--- config.mk ---
export PLATFORM = sky130hd
export DESIGN_NAME = mult_seq_ctrl_flat
export DESIGN_NICKNAME = d
export VERILOG_FILES = /design/src/rtl/mult_seq_ctrl_pkg.sv /design/src/rtl/mult_seq_ctrl_if.sv /design/src/rtl/mult_shift_add_dp.sv /design/src/rtl/mult_seq_ctrl.sv /design/src/flat_wrapper.sv
export SDC_FILE = /design/constraint.sdc
export NUM_CORES = 1
export LEC_CHECK = 0
export CAP_MARGIN = 20
export CORE_MARGIN = 5
export CORE_UTILIZATION = 64
export DETAILED_ROUTE_END_ITERATION = 7
export DONT_BUFFER_PORTS = 1
export PLACE_DENSITY = 0.8
export SYNTH_ARGS = -nofsm -noshare
export SYNTH_HDL_FRONTEND = slang
export SYNTH_HIERARCHICAL = 1
export SYNTH_SLANG_ARGS = --single-unit
--- constraint.sdc ---
create_clock -name clk_i -period 9.3 [get_ports clk_i]
set_input_delay 1.86 -clock clk_i [delete_from_list [all_inputs] [get_ports clk_i]]
set_output_delay 1.86 -clock clk_i [all_outputs]
set_load 0.01 [all_outputs]
--- src/rtl/mult_seq_ctrl_pkg.sv ---
// mult_seq_ctrl_pkg: shared FSM states, default operand width and counter sizing
package mult_seq_ctrl_pkg;

    localparam int WIDTH_DEF = 32;

    localparam logic [1:0] ST_IDLE = 2'd0;
    localparam logic [1:0] ST_CALC = 2'd1;
    localparam logic [1:0] ST_FIX  = 2'd2;
    localparam logic [1:0] ST_DONE = 2'd3;

    typedef enum logic [1:0] {
        IDLE = ST_IDLE,
        CALC = ST_CALC,
        FIX  = ST_FIX,
        DONE = ST_DONE
    } state_e;

    function automatic int cnt_width(input int w);
        return $clog2(w);
    endfunction

    localparam int CNT_W = cnt_width(WIDTH_DEF);

endpackage

--- src/rtl/mult_seq_ctrl_if.sv ---
// mult_seq_ctrl_if: core-side request, HI/LO write port and result/status bundle
interface mult_seq_ctrl_if
    import mult_seq_ctrl_pkg::*;
#(
    parameter int WIDTH = WIDTH_DEF
);

    logic             start_i;
    logic             signed_i;
    logic [WIDTH-1:0] src1_i;
    logic [WIDTH-1:0] src2_i;
    logic             hi_we_i;
    logic             lo_we_i;
    logic [WIDTH-1:0] wdata_i;
    logic             busy_o;
    logic             done_o;
    logic [WIDTH-1:0] hi_o;
    logic [WIDTH-1:0] lo_o;

    modport master (
        output start_i, signed_i, src1_i, src2_i, hi_we_i, lo_we_i, wdata_i,
        input  busy_o, done_o, hi_o, lo_o
    );

    modport slave (
        input  start_i, signed_i, src1_i, src2_i, hi_we_i, lo_we_i, wdata_i,
        output busy_o, done_o, hi_o, lo_o
    );

endinterface

--- src/rtl/mult_shift_add_dp.sv ---
// mult_shift_add_dp: magnitude shift-add product register with final sign fix-up
module mult_shift_add_dp
    import mult_seq_ctrl_pkg::*;
#(
    parameter int WIDTH = WIDTH_DEF
) (
    input  logic               clk_i,
    input  logic               rst_i,
    input  logic               load_i,
    input  logic               step_i,
    input  logic               fix_i,
    input  logic               signed_i,
    input  logic [WIDTH-1:0]   src1_i,
    input  logic [WIDTH-1:0]   src2_i,
    output logic [2*WIDTH-1:0] result_o
);

    logic [WIDTH-1:0] mcand_q, mcand_d, mplr_d;
    logic [2*WIDTH:0] prod_q, prod_d;
    logic             neg_q, neg_d;
    logic [WIDTH:0]   sum;

    // prod_q = {acc[WIDTH:0], mplr[WIDTH-1:0]}; acc top bit is always 0 after a shift
    always_comb begin
        sum      = prod_q[2*WIDTH:WIDTH] + (prod_q[0] ? {1'b0, mcand_q} : '0);
        mplr_d   = (signed_i & src2_i[WIDTH-1]) ? -src2_i : src2_i;
        mcand_d  = load_i ? ((signed_i & src1_i[WIDTH-1]) ? -src1_i : src1_i)
                          : (fix_i ? '0 : mcand_q);
        neg_d    = load_i ? (signed_i & (src1_i[WIDTH-1] ^ src2_i[WIDTH-1]))
                          : (fix_i ? 1'b0 : neg_q);
        prod_d   = load_i ? {{(WIDTH+1){1'b0}}, mplr_d}
                 : step_i ? {1'b0, sum, prod_q[WIDTH-1:1]}
                 : fix_i  ? '0 : prod_q;
        result_o = neg_q ? -prod_q[2*WIDTH-1:0] : prod_q[2*WIDTH-1:0];
    end

    always_ff @(posedge clk_i) begin
        if (!rst_i) begin
            mcand_q <= '0;
            prod_q  <= '0;
            neg_q   <= 1'b0;
        end else begin
            mcand_q <= mcand_d;
            prod_q  <= prod_d;
            neg_q   <= neg_d;
        end
    end

endmodule

--- src/rtl/mult_seq_ctrl.sv ---
// mult_seq_ctrl: iterative mult/multu sequencer owning HI/LO, stall and done signalling
module mult_seq_ctrl
    import mult_seq_ctrl_pkg::*;
#(
    parameter int WIDTH = WIDTH_DEF
) (
    input logic          clk_i,
    input logic          rst_i,
    mult_seq_ctrl_if.slave bus
);

    localparam int CW = cnt_width(WIDTH);

    state_e             state_q, state_d;
    logic [CW-1:0]      cnt_q, cnt_d;
    logic [WIDTH-1:0]   hi_q, hi_d, lo_q, lo_d;
    logic               open, load, step, fix;
    logic [2*WIDTH-1:0] result;

    // IDLE and DONE both accept new work and mthi/mtlo writes
    always_comb begin
        open    = (state_q == IDLE) || (state_q == DONE);
        load    = open & bus.start_i;
        step    = state_q == CALC;
        fix     = state_q == FIX;
        state_d = load              ? CALC
                : state_q == DONE   ? IDLE
                : step              ? ((cnt_q == '0) ? FIX : CALC)
                : fix               ? DONE : state_q;
        cnt_d   = load ? CW'(WIDTH-1) : step ? cnt_q - CW'(1) : cnt_q;
        hi_d    = fix ? result[2*WIDTH-1:WIDTH] : (open & bus.hi_we_i) ? bus.wdata_i : hi_q;
        lo_d    = fix ? result[WIDTH-1:0]       : (open & bus.lo_we_i) ? bus.wdata_i : lo_q;
    end

    always_ff @(posedge clk_i) begin
        if (!rst_i) begin
            state_q <= IDLE;
            cnt_q   <= '0;
            hi_q    <= '0;
            lo_q    <= '0;
        end else begin
            state_q <= state_d;
            cnt_q   <= cnt_d;
            hi_q    <= hi_d;
            lo_q    <= lo_d;
        end
    end

    mult_shift_add_dp #(.WIDTH(WIDTH)) u_dp (
        .clk_i    (clk_i),
        .rst_i    (rst_i),
        .load_i   (load),
        .step_i   (step),
        .fix_i    (fix),
        .signed_i (bus.signed_i),
        .src1_i   (bus.src1_i),
        .src2_i   (bus.src2_i),
        .result_o (result)
    );

    assign bus.busy_o = step | fix;
    assign bus.done_o = state_q == DONE;
    assign bus.hi_o   = hi_q;
    assign bus.lo_o   = lo_q;

endmodule

--- src/flat_wrapper.sv ---
// flat-port wrapper written by rule: the top's interface ports become plain ports
module mult_seq_ctrl_flat import mult_seq_ctrl_pkg::*;
#(
    parameter int WIDTH = WIDTH_DEF
)
  (clk_i, rst_i, bus_start_i, bus_signed_i, bus_src1_i, bus_src2_i, bus_hi_we_i, bus_lo_we_i, bus_wdata_i, bus_busy_o, bus_done_o, bus_hi_o, bus_lo_o);
  mult_seq_ctrl_if #(.WIDTH(WIDTH)) bus_i ();
  input logic clk_i;
  input logic rst_i;
  input wire logic [$bits(bus_i.start_i)-1:0] bus_start_i;
  input wire logic [$bits(bus_i.signed_i)-1:0] bus_signed_i;
  input wire logic [$bits(bus_i.src1_i)-1:0] bus_src1_i;
  input wire logic [$bits(bus_i.src2_i)-1:0] bus_src2_i;
  input wire logic [$bits(bus_i.hi_we_i)-1:0] bus_hi_we_i;
  input wire logic [$bits(bus_i.lo_we_i)-1:0] bus_lo_we_i;
  input wire logic [$bits(bus_i.wdata_i)-1:0] bus_wdata_i;
  output wire logic [$bits(bus_i.busy_o)-1:0] bus_busy_o;
  output wire logic [$bits(bus_i.done_o)-1:0] bus_done_o;
  output wire logic [$bits(bus_i.hi_o)-1:0] bus_hi_o;
  output wire logic [$bits(bus_i.lo_o)-1:0] bus_lo_o;
  assign bus_i.start_i = bus_start_i;
  assign bus_i.signed_i = bus_signed_i;
  assign bus_i.src1_i = bus_src1_i;
  assign bus_i.src2_i = bus_src2_i;
  assign bus_i.hi_we_i = bus_hi_we_i;
  assign bus_i.lo_we_i = bus_lo_we_i;
  assign bus_i.wdata_i = bus_wdata_i;
  assign bus_busy_o = bus_i.busy_o;
  assign bus_done_o = bus_i.done_o;
  assign bus_hi_o = bus_i.hi_o;
  assign bus_lo_o = bus_i.lo_o;
  mult_seq_ctrl #(.WIDTH(WIDTH)) u_core (.clk_i(clk_i), .rst_i(rst_i), .bus(bus_i));
endmodule
==> metrics.txt <==
status finished clean; PnR worst setup slack between 5 and 6 ns; max cap viols 0; ratio of cells with drive above 1 in the final layout 0.0532; Net Count, Synth 1,561; critical path class primary input to flop; area of the multi-input gates 0.00745 mm²; met3 WL about 3.1 mm; synthesized instance count 1,419; first-pass GRT wire length ~49 mm; drt total wl 31.3 mm; crit path from bus_start_i; drt first-iter violations ~1,100; origin of the critical flop-to-flop path u_core/u_dp/prod_q[0]$_SDFFE_PN0P_; antenna fix cells 0; final net count 1,502; worst hold path class flop to flop; Fin. Hold Viols 0; fillcell total around 1,500; # clock sinks approximately 170; PostCTS Resize Cnt 0; Post-CTS Hold Fix Bufs 0; RSZ-0062 raised after global routing no; Starting Density 0.656; Syn Area/Cell about 8.0 µm²; io pins around 170; largest net degree at the start of global routing 86; Hold WS roughly 0.44 ns; clk slew on worst S/H paths approximately 0.06 ns; H-tree depth 4; via count a little over 10,000; Final Critical Period approximately 3.8 ns; Worst Hold Launch u_core/u_dp/mcand_q[31]$_SDFFE_PN0P_; Crit path arrival time about 4 ns; WL per Instance between 15 and 20 µm; Critical Path End Type flop; PortBufs 0; DRC errors left 0; DP HPWL approximately 24 mm; Period Utilization, post-route 0.408; Row Count 48; asr flop ratio synth 0; GRT overflow 0; CTS Buffer Depth 2; Lkg Pwr between 4 and 5 nW; Die Area 0.0205 mm²; Post-synth EDFFs 0; mapped cell area roughly 0.011 mm²; power per cell area between 200 and 300 mW/mm²; vias per cell approximately 6.5; final setup violation count 0; WL met2 13.5 mm; Top FF cell, synth dfxtp_1; drt first pass iters 5; critical path required time about 9.6 ns; setup TNS 0 ns; CP max stage cell buf_4; die height between 100 and 150 µm; DR top layer met4; area of the core around 0.017 mm²; Critical Path Fanout Max 85; vias in the first global route approximately 9,400; initial antenna violation count 0; crit-path cells nand2_1 -> inv_2 -> buf_4 -> nand2b_1 -> buf_4 -> or2_2 -> nor2_1 -> a221oi_1 -> nand2_1; worst ir drop on vdd about 0.29 mV; die width roughly 140 µm; Distinct cells, synth 76; CTS tree done; slew margin rel. 0.252; Seq/Total Area, Yosys 0.296; Slew @ Worst Pin ~1.1 ns; Fmax achieved approximately 0.26 GHz; Routed Antenna Nets 0; synth warn 6; Post-DP Area 0.0113 mm²; routability-driven placement congestion ratio between 0.9 and 1; post-route cell area between 0.01 and 0.015 mm²; slowest stage delay, CP about 0.63 ns; Post-Place Worst Slack ~5.1 ns; Total GRT Usage 0.295; clk_lat worst skew about 0.43 ns; TritonCTS buffer count 17; Clock Skew about 0.01 ns; root buf cell clkbuf_16; wire length on met1 14.0 mm; number of synthesized register bits around 170; Post CTS Setup Buffer Count 0; startpoint types primary input; fin. max-slew vios 0; Layout area overhead 4.12%; Sequential cell area around 0.0034 mm²
==> power by group <==
| group | internal, W | total, W | switching (W) |
|---|---|---|---|
| clock | 0.000365 | 0.000681 | 0.000315 |
| sequential | 0.000941 | 0.00123 | 0.000289 |
| combinational | 0.000460 | 0.00117 | 0.000707 |
| total | 0.00177 | 0.00308 | 0.00131 |
==> sequential cells by signal (all words and copies together) (netlist names) <==
register,count
u_core/bus.lo_o,32
u_core/u_dp/mcand_q,32
u_core/cnt_q,5
u_core/state_q,2
u_core/u_dp/neg_q,1
u_core/u_dp/prod_q,64
u_core/bus.hi_o,32
==> Yosys cell counts (all sizes together), types with 15 or more instances <==
cell type / instances / area (µm²)
nor3b: 25 / 188
nand3: 18 / 90.1
mux2i: 66 / 661
o31ai: 31 / 233
nand2: 112 / 453
ha: 39 / 488
inv: 28 / 105
a222oi: 17 / 170
a31oi: 15 / 93.8
and3: 16 / 100
a21oi: 162 / 811
o21ai: 143 / 716
nor3: 23 / 115
or4: 16 / 131
dfxtp: 168 / 3360
nor2: 116 / 438
xor2: 45 / 394
and2: 35 / 219
xnor2: 101 / 885
clkbuf: 74 / 279
==> stage by stage <==
stage                     cells  total power (W)  utilization
after floorplan            1419          0.00216            -
after global placement     1564          0.00233        0.649
after detailed placement   1564          0.00237        0.649
after CTS                  1596          0.00305        0.682
after global routing       1598          0.00327        0.683
final                      1598          0.00308        0.683
==> worst paths after layout <==
check	end	slack, ns	cells after the start
max	u_core/u_dp/prod_q[60]$_SDFFE_PP0P_	5.50	9
min	u_core/u_dp/mcand_q[31]$_SDFFE_PN0P_	0.44	2
max reg2reg	u_core/u_dp/prod_q[63]$_SDFFE_PP0P_	5.62	12
min reg2reg	u_core/u_dp/mcand_q[31]$_SDFFE_PN0P_	0.44	2
==> cell type report <==
| class | instances | share of cell area |
|---|---|---|
| repair buffers | 10 | 0.00665 |
| well taps | 225 | 0.0238 |
| clock inverters | 12 | 0.00898 |
| inverters | 28 | 0.00887 |
| flip-flops and latches | 168 | 0.284 |
| multi-input cells | 1135 | 0.629 |
| clock buffers | 20 | 0.0385 |
==> placed cells by master, fill, tap and decap left out, drive strengths merged, types with 3 or more instances in the layout <==
cell	instances
a31oi	15
or4	16
nand2	112
nand4	10
o211ai	7
dfxtp	168
xor2	45
clkbuf	20
and3	16
nor4	12
ha	39
xnor2	101
o22ai	6
nand2b	8
a311oi	3
inv	35
or3	14
a222oi	17
nor2	116
o41ai	14
nand3	18
a21o	10
o2111ai	3
mux2i	66
or2	10
a21boi	7
a21oi	162
nor3b	25
a221oi	8
o21a	4
nor3	23
buf	10
o31ai	31
clkinv	3
o21ai	143
a211oi	11
and2	35
==> kinds of logic after synthesis <==
logic type	after synthesis	synth area share
flops	168	0.296
compound gates	455	0.244
mux	66	0.0581
buf+inv	116	0.0497
simple gates	428	0.196
fa+ha+maj	40	0.0446
xor+xnor	146	0.112
==> critical path, delay by kind of cell <==
family | cells | cell delay, ns
AO/OA/AOI/OAI | 1 | 0.27
buffers and inverters | 3 | 1.00
AND/OR/NAND/NOR | 5 | 0.89
==> per-layer routing <==
metal	up-vias	track usage
met5	-	0
met4	0	0.0719
met3	40	0.0679
met2	494	0.446
met1	4809	0.430
li1	5049	-
Power figures use the tool's default switching activity.
